==> src/rtl/hilo_muldiv_if.sv <==
// Issue/result bundle between EX, decode and the HI/LO multiply/divide sequencer.
// master: the issuing pipeline side; slave: the sequencer.
interface hilo_muldiv_if #(
    parameter int WIDTH = 32
);
    logic             Start;
    logic [1:0]       Op;
    logic [WIDTH-1:0] OperandA;
    logic [WIDTH-1:0] OperandB;
    logic             Cancel;
    logic             HiLoRead;
    logic             Busy;
    logic             StallReq;
    logic             Done;
    logic             HiLoWrite;
    logic [WIDTH-1:0] HiOut;
    logic [WIDTH-1:0] LoOut;
    logic             DivByZero;

    modport master (
        output Start, Op, OperandA, OperandB, Cancel, HiLoRead,
        input  Busy, StallReq, Done, HiLoWrite, HiOut, LoOut, DivByZero
    );

    modport slave (
        input  Start, Op, OperandA, OperandB, Cancel, HiLoRead,
        output Busy, StallReq, Done, HiLoWrite, HiOut, LoOut, DivByZero
    );
endinterface

==> src/rtl/hilo_muldiv_sequencer.sv <==
// Iterative MULT/MULTU/DIV/DIVU sequencer owning the HI/LO write port (radix-2, one step per cycle).
// Optional macro FAST_MULT_EN: MULT/MULTU use a single-cycle multiplier in PREP; division stays iterative.
module hilo_muldiv_sequencer #(
    parameter int WIDTH = 32,
    parameter int CNT_W = 6
) (
    input  logic         Clk,
    input  logic         Rst,
    hilo_muldiv_if.slave bus
);

    localparam int DW = 2 * WIDTH;
    localparam logic [CNT_W-1:0] LAST_STEP = CNT_W'(WIDTH - 1);

    typedef enum logic [2:0] {
        IDLE = 3'd0,
        PREP = 3'd1,
        RUN  = 3'd2,
        FIX  = 3'd3,
        DONE = 3'd4
    } state_t;

    state_t                  r_state;
    state_t                  w_state_nxt;
    logic [CNT_W-1:0]        r_cnt;
    logic [1:0]              r_op;
    logic signed [WIDTH-1:0] r_opa;
    logic signed [WIDTH-1:0] r_opb;
    logic [WIDTH-1:0]        r_m;
    logic [WIDTH-1:0]        r_hi;
    logic [WIDTH-1:0]        r_lo;
    logic                    r_neg_res;
    logic                    r_neg_rem;
    logic [WIDTH-1:0]        r_hi_out;
    logic [WIDTH-1:0]        r_lo_out;
    logic                    r_dbz;

    logic                    w_busy;
    logic                    w_done;
    logic                    w_is_div;
    logic                    w_signed;
    logic                    w_div_zero;
    logic                    w_load_out;
    logic [WIDTH-1:0]        w_mag_a;
    logic [WIDTH-1:0]        w_mag_b;
    logic [WIDTH:0]          w_add;
    logic [WIDTH:0]          w_shift;
    logic [WIDTH+1:0]        w_diff;
    logic                    w_borrow;
    logic [WIDTH-1:0]        w_step_hi;
    logic [WIDTH-1:0]        w_step_lo;
    logic [DW-1:0]           w_prod_neg;
    logic [WIDTH-1:0]        w_fix_hi;
    logic [WIDTH-1:0]        w_fix_lo;

    function automatic logic [WIDTH-1:0] f_neg(input logic [WIDTH-1:0] v);
        return ~v + WIDTH'(1);
    endfunction

    function automatic logic [DW-1:0] f_neg2(input logic [DW-1:0] v);
        return ~v + DW'(1);
    endfunction

    // The most negative value maps onto itself, which is the correct unsigned magnitude.
    function automatic logic [WIDTH-1:0] f_abs(input logic signed [WIDTH-1:0] v);
        logic [WIDTH-1:0] u;
        u = v;
        return v[WIDTH-1] ? f_neg(u) : u;
    endfunction

    assign w_is_div   = r_op[1];
    assign w_signed   = ~r_op[0];
    assign w_div_zero = w_is_div && (r_opb == '0);
    assign w_mag_a    = w_signed ? f_abs(r_opa) : r_opa;
    assign w_mag_b    = w_signed ? f_abs(r_opb) : r_opb;

`ifdef FAST_MULT_EN
    logic [DW-1:0] w_fast_prod;
    assign w_fast_prod = {{WIDTH{1'b0}}, w_mag_a} * {{WIDTH{1'b0}}, w_mag_b};
`endif

    // Shift-add multiply: r_hi accumulates, r_lo holds the multiplier and collects product LSBs.
    assign w_add = {1'b0, r_hi} + (r_lo[0] ? {1'b0, r_m} : {(WIDTH+1){1'b0}});

    // Restoring divide: r_hi is the partial remainder, r_lo shifts dividend out and quotient in.
    assign w_shift  = {r_hi, r_lo[WIDTH-1]};
    assign w_diff   = {1'b0, w_shift} - {2'b00, r_m};
    assign w_borrow = |w_diff[WIDTH+1:WIDTH];

    always_comb begin
        if (w_is_div) begin
            w_step_hi = w_borrow ? w_shift[WIDTH-1:0] : w_diff[WIDTH-1:0];
            w_step_lo = {r_lo[WIDTH-2:0], ~w_borrow};
        end else begin
            w_step_hi = w_add[WIDTH:1];
            w_step_lo = {w_add[0], r_lo[WIDTH-1:1]};
        end
    end

    assign w_prod_neg = f_neg2({r_hi, r_lo});

    always_comb begin
        w_fix_hi = r_hi;
        w_fix_lo = r_lo;
        if (w_is_div) begin
            if (r_neg_res) w_fix_lo = f_neg(r_lo);
            if (r_neg_rem) w_fix_hi = f_neg(r_hi);
        end else if (r_neg_res) begin
            w_fix_hi = w_prod_neg[DW-1:WIDTH];
            w_fix_lo = w_prod_neg[WIDTH-1:0];
        end
    end

    // Cancel aborts any state except DONE, whose write is already committed.
    always_comb begin
        w_state_nxt = r_state;
        w_load_out  = 1'b0;
        case (r_state)
            IDLE: begin
                if (bus.Start && !bus.Cancel) w_state_nxt = PREP;
            end
            PREP: begin
                if (bus.Cancel) begin
                    w_state_nxt = IDLE;
                end else if (w_div_zero) begin
                    w_state_nxt = DONE;
                    w_load_out  = 1'b1;
                end
`ifdef FAST_MULT_EN
                else if (!w_is_div) begin
                    w_state_nxt = FIX;
                end
`endif
                else begin
                    w_state_nxt = RUN;
                end
            end
            RUN: begin
                if (bus.Cancel)              w_state_nxt = IDLE;
                else if (r_cnt == LAST_STEP) w_state_nxt = FIX;
            end
            FIX: begin
                if (bus.Cancel) begin
                    w_state_nxt = IDLE;
                end else begin
                    w_state_nxt = DONE;
                    w_load_out  = 1'b1;
                end
            end
            DONE:    w_state_nxt = IDLE;
            default: w_state_nxt = IDLE;
        endcase
    end

    always_ff @(posedge Clk) begin
        if (Rst) begin
            r_state <= IDLE;
            r_cnt   <= '0;
        end else begin
            r_state <= w_state_nxt;
            if (r_state == PREP)     r_cnt <= '0;
            else if (r_state == RUN) r_cnt <= r_cnt + CNT_W'(1);
        end
    end

    always_ff @(posedge Clk) begin
        case (r_state)
            IDLE: begin
                if (bus.Start) begin
                    r_op  <= bus.Op;
                    r_opa <= bus.OperandA;
                    r_opb <= bus.OperandB;
                end
            end
            PREP: begin
                r_neg_res <= w_signed & (r_opa[WIDTH-1] ^ r_opb[WIDTH-1]);
                r_neg_rem <= w_signed & r_opa[WIDTH-1];
                r_m       <= w_is_div ? w_mag_b : w_mag_a;
                r_hi      <= '0;
                r_lo      <= w_is_div ? w_mag_a : w_mag_b;
`ifdef FAST_MULT_EN
                if (!w_is_div) begin
                    r_hi <= w_fast_prod[DW-1:WIDTH];
                    r_lo <= w_fast_prod[WIDTH-1:0];
                end
`endif
            end
            RUN: begin
                r_hi <= w_step_hi;
                r_lo <= w_step_lo;
            end
            default: ;
        endcase
    end

    // Result registers change only on the edge that enters DONE.
    always_ff @(posedge Clk) begin
        if (Rst) begin
            r_hi_out <= '0;
            r_lo_out <= '0;
            r_dbz    <= 1'b0;
        end else if (w_load_out) begin
            if (r_state == PREP) begin
                r_hi_out <= r_opa;
                r_lo_out <= '1;
                r_dbz    <= 1'b1;
            end else begin
                r_hi_out <= w_fix_hi;
                r_lo_out <= w_fix_lo;
                r_dbz    <= 1'b0;
            end
        end
    end

    assign w_busy        = (r_state != IDLE);
    assign w_done        = (r_state == DONE);
    assign bus.Busy      = w_busy;
    assign bus.StallReq  = w_busy & (bus.HiLoRead | bus.Start);
    assign bus.Done      = w_done;
    assign bus.HiLoWrite = w_done;
    assign bus.DivByZero = w_done & r_dbz;
    assign bus.HiOut     = r_hi_out;
    assign bus.LoOut     = r_lo_out;

endmodule
==> src/flat_wrapper.sv <==
// flat-port wrapper written by rule: the top's interface ports become plain ports
module hilo_muldiv_sequencer_flat 
#(
    parameter int WIDTH = 32,
    parameter int CNT_W = 6
)
  (Clk, Rst, bus_Start, bus_Op, bus_OperandA, bus_OperandB, bus_Cancel, bus_HiLoRead, bus_Busy, bus_StallReq, bus_Done, bus_HiLoWrite, bus_HiOut, bus_LoOut, bus_DivByZero);
  hilo_muldiv_if #(.WIDTH(WIDTH)) bus_i ();
  input  logic Clk;
  input  logic Rst;
  input wire logic [$bits(bus_i.Start)-1:0] bus_Start;
  input wire logic [$bits(bus_i.Op)-1:0] bus_Op;
  input wire logic [$bits(bus_i.OperandA)-1:0] bus_OperandA;
  input wire logic [$bits(bus_i.OperandB)-1:0] bus_OperandB;
  input wire logic [$bits(bus_i.Cancel)-1:0] bus_Cancel;
  input wire logic [$bits(bus_i.HiLoRead)-1:0] bus_HiLoRead;
  output wire logic [$bits(bus_i.Busy)-1:0] bus_Busy;
  output wire logic [$bits(bus_i.StallReq)-1:0] bus_StallReq;
  output wire logic [$bits(bus_i.Done)-1:0] bus_Done;
  output wire logic [$bits(bus_i.HiLoWrite)-1:0] bus_HiLoWrite;
  output wire logic [$bits(bus_i.HiOut)-1:0] bus_HiOut;
  output wire logic [$bits(bus_i.LoOut)-1:0] bus_LoOut;
  output wire logic [$bits(bus_i.DivByZero)-1:0] bus_DivByZero;
  assign bus_i.Start = bus_Start;
  assign bus_i.Op = bus_Op;
  assign bus_i.OperandA = bus_OperandA;
  assign bus_i.OperandB = bus_OperandB;
  assign bus_i.Cancel = bus_Cancel;
  assign bus_i.HiLoRead = bus_HiLoRead;
  assign bus_Busy = bus_i.Busy;
  assign bus_StallReq = bus_i.StallReq;
  assign bus_Done = bus_i.Done;
  assign bus_HiLoWrite = bus_i.HiLoWrite;
  assign bus_HiOut = bus_i.HiOut;
  assign bus_LoOut = bus_i.LoOut;
  assign bus_DivByZero = bus_i.DivByZero;
  hilo_muldiv_sequencer #(.WIDTH(WIDTH), .CNT_W(CNT_W)) u_core (.Clk(Clk), .Rst(Rst), .bus(bus_i));
endmodule
==> config.mk <==
export PLATFORM = sky130hd
export DESIGN_NAME = hilo_muldiv_sequencer_flat
export DESIGN_NICKNAME = d
export VERILOG_FILES = /design/src/rtl/hilo_muldiv_if.sv /design/src/rtl/hilo_muldiv_sequencer.sv /design/src/flat_wrapper.sv
export SDC_FILE = /design/constraint.sdc
export NUM_CORES = 1
export LEC_CHECK = 0
export ABC_AREA = 1
export ABC_CLOCK_PERIOD_IN_PS = 4700
export BUFFER_PORTS_ARGS = -buffer_cell sky130_fd_sc_hd__buf_2
export CAP_MARGIN = 40
export CORE_MARGIN = 4
export CORE_UTILIZATION = 35
export CTS_BUF_LIST = sky130_fd_sc_hd__clkbuf_8 sky130_fd_sc_hd__clkbuf_16
export DETAILED_ROUTE_END_ITERATION = 10
export SYNTH_ARGS = -nofsm -noshare
export SYNTH_HDL_FRONTEND = slang
export SYNTH_SLANG_ARGS = --single-unit
==> constraint.sdc <==
create_clock -name Clk -period 4.7 [get_ports Clk]
set_input_delay 0.235 -clock Clk [delete_from_list [all_inputs] [get_ports Clk]]
set_output_delay 0.235 -clock Clk [all_outputs]
set_load 0.02 [all_outputs]
==> results of run 1 <==
==> worst max-delay path by stage <==
stage,end,slack [ns],cells after the start
floorplan,u_core.r_op[0],0.70,5
global placement,u_core.r_hi[27],1.34,16
detailed placement,u_core.r_hi[2],1.32,18
CTS,u_core.r_hi[2],1.30,18
global route,u_core.r_hi[14],0.97,18
finish,u_core.r_hi[14],1.28,18
==> where the power goes <==
part | total, mW | switching (mW) | internal (mW) | leakage [nW]
logic | 2.08 | 1.42 | 0.664 | 8.35
clock network | 2.17 | 0.932 | 1.23 | 0.461
registers | 2.68 | 0.235 | 2.44 | 2.15
total | 6.92 | 2.58 | 4.34 | 11.0
==> layout make-up <==
type	count	share of cell area, %
clock inverters	19	0.761
multi-input cells	2222	49.0
well taps	748	4.18
repair buffers	225	6.95
flip-flops and latches	238	28.6
clock buffers	30	3.25
inverters	431	7.23
==> critical path, delay by kind of cell (launching register included) <==
kind / cells / cell delay, ns
adder cells (fa/ha/maj): 2 / 0.62
flip-flops: 1 / 0.41
buffers and inverters: 3 / 0.36
AND/OR/NAND/NOR: 13 / 1.77
==> flip-flops by register name, summed over array words and instances (netlist names) <==
name / cells
u_core.r_lo: 32
u_core.r_m: 32
u_core.r_hi: 32
u_core.r_state: 3
u_core.r_dbz: 1
u_core.bus.HiOut: 32
u_core.r_neg_res: 1
u_core.r_cnt: 6
u_core.r_opb: 32
u_core.r_neg_rem: 1
u_core.r_op: 2
u_core.r_opa: 32
u_core.bus.LoOut: 32
==> synthesized netlist by cell type (all sizes together), types with 3 or more instances <==
cell	count
a21o	3
a21oi	196
a31oi	18
and2	9
buf	47
clkbuf	55
dfxtp	74
edfxtp	164
ha	69
inv	429
mux2i	17
nand2	917
nand3	278
nand3b	18
nand4	66
nor2	288
nor3	29
nor4	8
o211ai	16
o21a	7
o21ai	185
or2	12
xnor2	12
xor2	57
==> placed cells by master (no fill, tap or decap), drive strengths merged, types with 7 or more instances in the layout <==
| master | n |
|---|---|
| or2 | 12 |
| dlygate4sd3 | 66 |
| nand2 | 917 |
| ha | 69 |
| nor2 | 288 |
| xor2 | 57 |
| dfxtp | 74 |
| xnor2 | 12 |
| nand3b | 18 |
| a21oi | 196 |
| a31oi | 18 |
| nor3 | 29 |
| edfxtp | 164 |
| nand4 | 66 |
| nand3 | 278 |
| and2 | 9 |
| clkinv | 9 |
| clkbuf | 30 |
| o211ai | 16 |
| buf | 159 |
| o21a | 7 |
| inv | 438 |
| mux2i | 17 |
| o21ai | 185 |
| nor4 | 8 |
==> metal layers <==
layer	vias up	wire length (µm)	track usage [%]
li1	10100	-	-
met1	9462	32300	33.6
met2	819	34000	39.7
met3	138	5640	2.63
met4	2	2240	6.11
met5	-	13	0
==> metrics by stage <==
step	util, %	instance area (µm²)	power [mW]	worst slack [ns]
6_report	40.6	22400	6.92	1.28
5_1_grt	40.6	22400	7.29	0.973
4_1_cts	40.6	22400	6.93	1.30
3_5_place_dp	37.8	20800	4.71	1.32
3_3_place_gp	37.7	20800	4.71	1.34
2_1_floorplan	-	19500	4.05	0.699
==> logic make-up after synthesis <==
family / count (synthesis) / share of synthesized area, %
AND/OR/NAND/NOR: 1628 / 35.4
buffers and inverters: 533 / 10.8
adder cells (fa/ha/maj): 71 / 4.64
multiplexers: 17 / 0.875
XOR/XNOR: 69 / 3.11
flip-flops: 238 / 32.9
AO/OA/AOI/OAI: 437 / 12.2
==> what timing repair did <==
action	CTS	global route
buffers inserted	0	0
hold buffers	66	0
endpoints found under the setup margin	0	0
endpoints found under the hold margin	66	0
==> reports/results.ini, run 1 <==
[yosys]
synthArstFlopShare_pct=0
synth_fp_nets=3135
synthesis.area_mm2=0.0195
yosys_warnings=0
synth-seq-cells=238
ys_types=51
seq_area_frac_synth_pct=32.9
synth_ff_type=edfxtp_1
synth_cells=2993
synth_edf_count=164
netlist_top_cells_area=edfxtp_1 25%, nand2_1 18%, inv_1 8.2%
syn_area_per_cell_um2=6.50
synth_area_leader_cell=edfxtp_1
netlist.area_leader.share_pct=25.3

[placement]
place.gp.congestion=0.993
io_buffers=139
dp_cells=3798
post-dp-hpwl_um=58400

[critical_path]
worstPathArrival_ns=3.76
reg2reg_depth=18
crit_required_ns=5.03
start_kind=flip-flop
crit_start=u_core.r_lo[31]
critPathCaptureType=flip-flop
cp_common_cell=nand2_1
reg2reg_from=u_core.r_lo[31]
crit_type=reg -> reg
worstReg2RegEnd=u_core.r_hi[14]
max_stage_delay_ns=0.43
crit_slowest_cell=fa_1
worstPathMaxFanout=33
ff2ff_setup_slack_ns=1.28
path_cells=inv_1 -> ha_1 -> inv_1 -> fa_1 -> nand2_1 -> nand2_1 -> nand3_1 -> nand2_2 -> nand2_1 -> nand2_1 -> nand2_1 -> nand3_1 -> nand2_4 -> nand2_4 -> nand3_1 -> nand3_1 -> nand2_1 -> inv_1

[cells_and_area]
seqCellArea_mm2=0.00641
final_cells=3913
nNetsFinal=3287
synthToLayoutAreaGrowth_pct=15.0
drive_above_1_share_pct=8.06
diodes=0
fillers=6037
multiInputGateArea_mm2=0.0110

[sta]
fmax_ghz=0.292
slew_viol_final=0
finalClockSkew_ns=0.0198
period_share_pct=72.9
post-route-min-period_ns=3.42
hold_slack_ns=0.136
final-hold-violation-count=0
fin_setup_tns_ns=0
relSlewSlack_pct=32.6
tightest_slew_ns=1.01
finalSetupViolations=0
rsz0062_at_grt=no

[floorplanning]
core_mm2=0.0551
start_util_pct=35.3
io_pins=140
die_area_mm2=0.0594
row_count=86
fp.dieH_um=244
die_x_um=244

[clock_tree]
numCtsBuffers=27
clock-sinks=238
clk_path_buf_depth=3
cts_resized=0
worstSkewPairLatency_ns=0.58
cts_tree=yes
clk_pin_slew_ns=0.06
h-tree-depth=1
clock_tree.root_cell=clkbuf_16

[drt]
routed_wl_um=74200
vias=20500
ant_nets=0
drc=0
vias_per_cell=5.24
firstDrtPassIters=6
wl_per_cell_um=19.0
dr.first_iter.drc_count=1990

[pwr]
powerDensity_mw_per_mm2=309
p_leak_nw=11.0
vdd_ir_drop_max_mv=0.277

[global_route]
grt_pass1_vias=18900
track_usage_pct=24.0
grt_max_degree=211
grt_overflow=0
antenna_found_initial=1
grt_pass1_wl_um=112000

[hold_path]
hold_end=u_core.r_state[1]
min_path_type=in -> reg
hold_path_depth=4
hold_path.startpoint=bus_Cancel

[outcome]
status=complete, no violations

[job]
maxCapViolations=0

No activity file was read; power rests on OpenSTA's default activity.
==> run 2, diff against run 1 <==
--- a/config.mk
+++ b/config.mk
@@ -6,7 +6,7 @@
 export NUM_CORES = 1
 export LEC_CHECK = 0
 export ABC_AREA = 1
-export ABC_CLOCK_PERIOD_IN_PS = 4700
+export ABC_CLOCK_PERIOD_IN_PS = 2900
 export BUFFER_PORTS_ARGS = -buffer_cell sky130_fd_sc_hd__buf_2
 export CAP_MARGIN = 40
 export CORE_MARGIN = 4
==> constraint.sdc (replaced) <==
create_clock -name Clk -period 2.9 [get_ports Clk]
set_input_delay 0.145 -clock Clk [delete_from_list [all_inputs] [get_ports Clk]]
set_output_delay 0.145 -clock Clk [all_outputs]
set_load 0.02 [all_outputs]
==> reports/results.ini, run 2 (synthesis gave the netlist of run 1 again) <==
[sta]
final-hold-violation-count=0  ; unchanged
rsz0062_at_grt=yes
finalWorstSetupSlack_ns=0.130  ; -1.15 ns
finalSetupViolations=0  ; unchanged
relSlewSlack_pct=45.5  ; +13 points
tightest_slew_ns=0.807  ; -0.204 ns
period_share_pct=95.5  ; +23 points
slew_viol_final=0  ; unchanged
post-route-min-period_ns=2.77  ; -0.655 ns
fmax_ghz=0.361  ; +24%
finalClockSkew_ns=0.0520  ; +0.0322 ns

[pwr]
power.switching_mw=4.35  ; +68%
clkPwrFrac_pct=30.6  ; -0.7 points
vdd_ir_drop_max_mv=0.504  ; +82%
cell_internal_pwr_mw=7.22  ; +66%
p_total_mw=11.6  ; +67%
sw_frac_of_total_pct=37.6  ; +0.29 points
p_comb_share_pct=32.5  ; +2.5 points
powerDensity_mw_per_mm2=497  ; +61%
p_leak_nw=11.4  ; +4.2%
p_seq_share_pct=36.9  ; -1.8 points

[critical_path]
crit_required_ns=3.23  ; -1.80 ns
reg2reg_depth=15  ; -3
max_stage_delay_ns=0.54  ; +0.11 ns
critPathCaptureType=flip-flop
path_delay_family=simple AND/OR/NAND/NOR gates
crit_buf_inv=3  ; unchanged
crit_type=reg -> reg
path_depth=15  ; -3
crit_slowest_cell=edfxtp_1
start_kind=flip-flop
worstPathMaxFanout=5  ; -85%
path_cells=inv_1 -> ha_1 -> nand2_1 -> nand2_1 -> a21oi_1 -> nand2_1 -> a21oi_2 -> nand2_1 -> nand2_4 -> nand2_8 -> clkbuf_16 -> nand4_1 -> nand3_1 -> nand2_1 -> inv_1
cp_common_cell=nand2_1
worstPathArrival_ns=3.10  ; -0.66 ns

[global_route]
antenna_found_initial=0  ; -1
grt_overflow=0  ; unchanged
grt_pass1_wl_um=112000  ; -0.48%
grt_pass1_vias=19200  ; +1.7%
track_usage_pct=23.9  ; -0.044 points
grt_max_degree=139  ; -34%

[drt]
routed_wl_um=74800  ; +0.83%
highest_layer=met4
wl_met3_um=6340  ; +12%
ant_nets=0  ; unchanged
wl_met2_um=33700  ; -0.75%
firstDrtPassIters=6  ; unchanged
vias=21000  ; +2.2%
dr.first_iter.drc_count=2336  ; +17%
wl_per_cell_um=18.7  ; -1.2%
vias_per_cell=5.25  ; +0.17%
wl_met1_um=31700  ; -1.8%
drc=0  ; unchanged

[cells_and_area]
diodes=0  ; unchanged
stdcell_area_mm2=0.0233  ; +4.1%
layout_common_cells=903 x nand2_1, 430 x inv_1, 276 x nor2_1, 274 x nand3_1, 178 x a21oi_1
drive_above_1_share_pct=11.1  ; +3.1 points
final_common_cell=nand2_1
fin_util_pct=42.3  ; +1.7 points
nNetsFinal=3366  ; +2.4%
fillers=5925  ; -1.9%
multiInputGateArea_mm2=0.0112  ; +1.9%
synthToLayoutAreaGrowth_pct=19.7
seqCellArea_mm2=0.00641  ; unchanged
final_cells=3994  ; +2.1%

[floorplanning]
row_count=86  ; unchanged
fp.dieH_um=244  ; unchanged
io_pins=140  ; unchanged
die_area_mm2=0.0594  ; unchanged
die_x_um=244  ; unchanged
start_util_pct=35.3  ; unchanged
core_mm2=0.0551  ; unchanged

[clock_tree]
clk_pin_slew_ns=0.06  ; about the same
clock-sinks=238  ; unchanged
cts_tree=yes
clock_tree.root_cell=clkbuf_16
worstSkewPairLatency_ns=0.61  ; +0.03 ns
numCtsBuffers=28  ; +3.7%
h-tree-depth=1  ; unchanged
clk_path_buf_depth=3  ; unchanged

[placement]
io_buffers=139  ; unchanged
dp_cells=3863  ; +1.7%
place.gp.congestion=1.01  ; +1.9%
post-dp-hpwl_um=58000  ; -0.73%
dp_slack_ns=0.0194  ; -1.30 ns
placed_cell_area_mm2=0.0213  ; +2.4%

[hold_path]
min_path_type=in -> reg
hold_path_depth=3  ; -1

[outcome]
status=complete, no violations

[job]
maxCapViolations=0  ; unchanged

run 2: cell count changes in the layout (fill, tap and decap cells not counted), sizes merged:
cell,change
buf,+71
bufinv,-2
clkbuf,+6
clkinv,+2
clkinvlp,+1
dlygate4sd3,+1
inv,-1
nand2,+3
run 2: final timing paths:
check                endpoint             from  slack (ns)
min          u_core.r_opa[15]        bus_Start        0.08
max reg2reg   u_core.r_hi[22]   u_core.r_m[29]        0.13
max           u_core.r_hi[22]   u_core.r_m[29]        0.13
min reg2reg   u_core.r_cnt[4]  u_core.r_cnt[4]        0.45
run 2: layout make-up:
type	count	share of cell area, %
timing repair buffer	300	9.60
clock buffer	33	3.45
inverter	431	6.95
multi-input combinational	2225	48.0
tap	748	4.02
clock inverter	19	0.511
sequential	238	27.5
run 2: power by group through the flow:
stage                     Clock, mW  Combinational, mW  Sequential [mW]
after floorplan                   0               2.37             4.19
after global placement            0               3.42             4.32
after detailed placement          0               3.42             4.32
after CTS                      3.59               3.51             4.25
after global routing           3.75               4.17             4.27
final                          3.54               3.76             4.27
run 2: per-layer routing:
layer | global-route usage (%) | up-vias
li1 | - | 10200
met1 | 32.8 | 9586
met2 | 39.0 | 957
met3 | 3.29 | 175
met4 | 7.93 | 0
met5 | 0 | -
run 2: stage by stage:
| stage | hold WS, ns | TNS, ns |
|---|---|---|
| floorplan | 0.244 | 0 |
| global placement | 0.322 | 0 |
| detailed placement | 0.323 | 0 |
| CTS | 0.0643 | 0 |
| global route | 0.0775 | -0.100 |
| finish | 0.0825 | 0 |
run 2: tightest hold or removal path, delay by kind of cell:
family,cells,cell delay (ns)
buffers and inverters,2,0.23
AND/OR/NAND/NOR,1,0.12
run 2: repair_timing:
item | CTS | global route
endpoints found under the hold margin | 68 | 0
buffers inserted | 0 | 5
hold buffers | 67 | 0
resized for setup | 0 | 50
setup endpoints to repair | 0 | 39
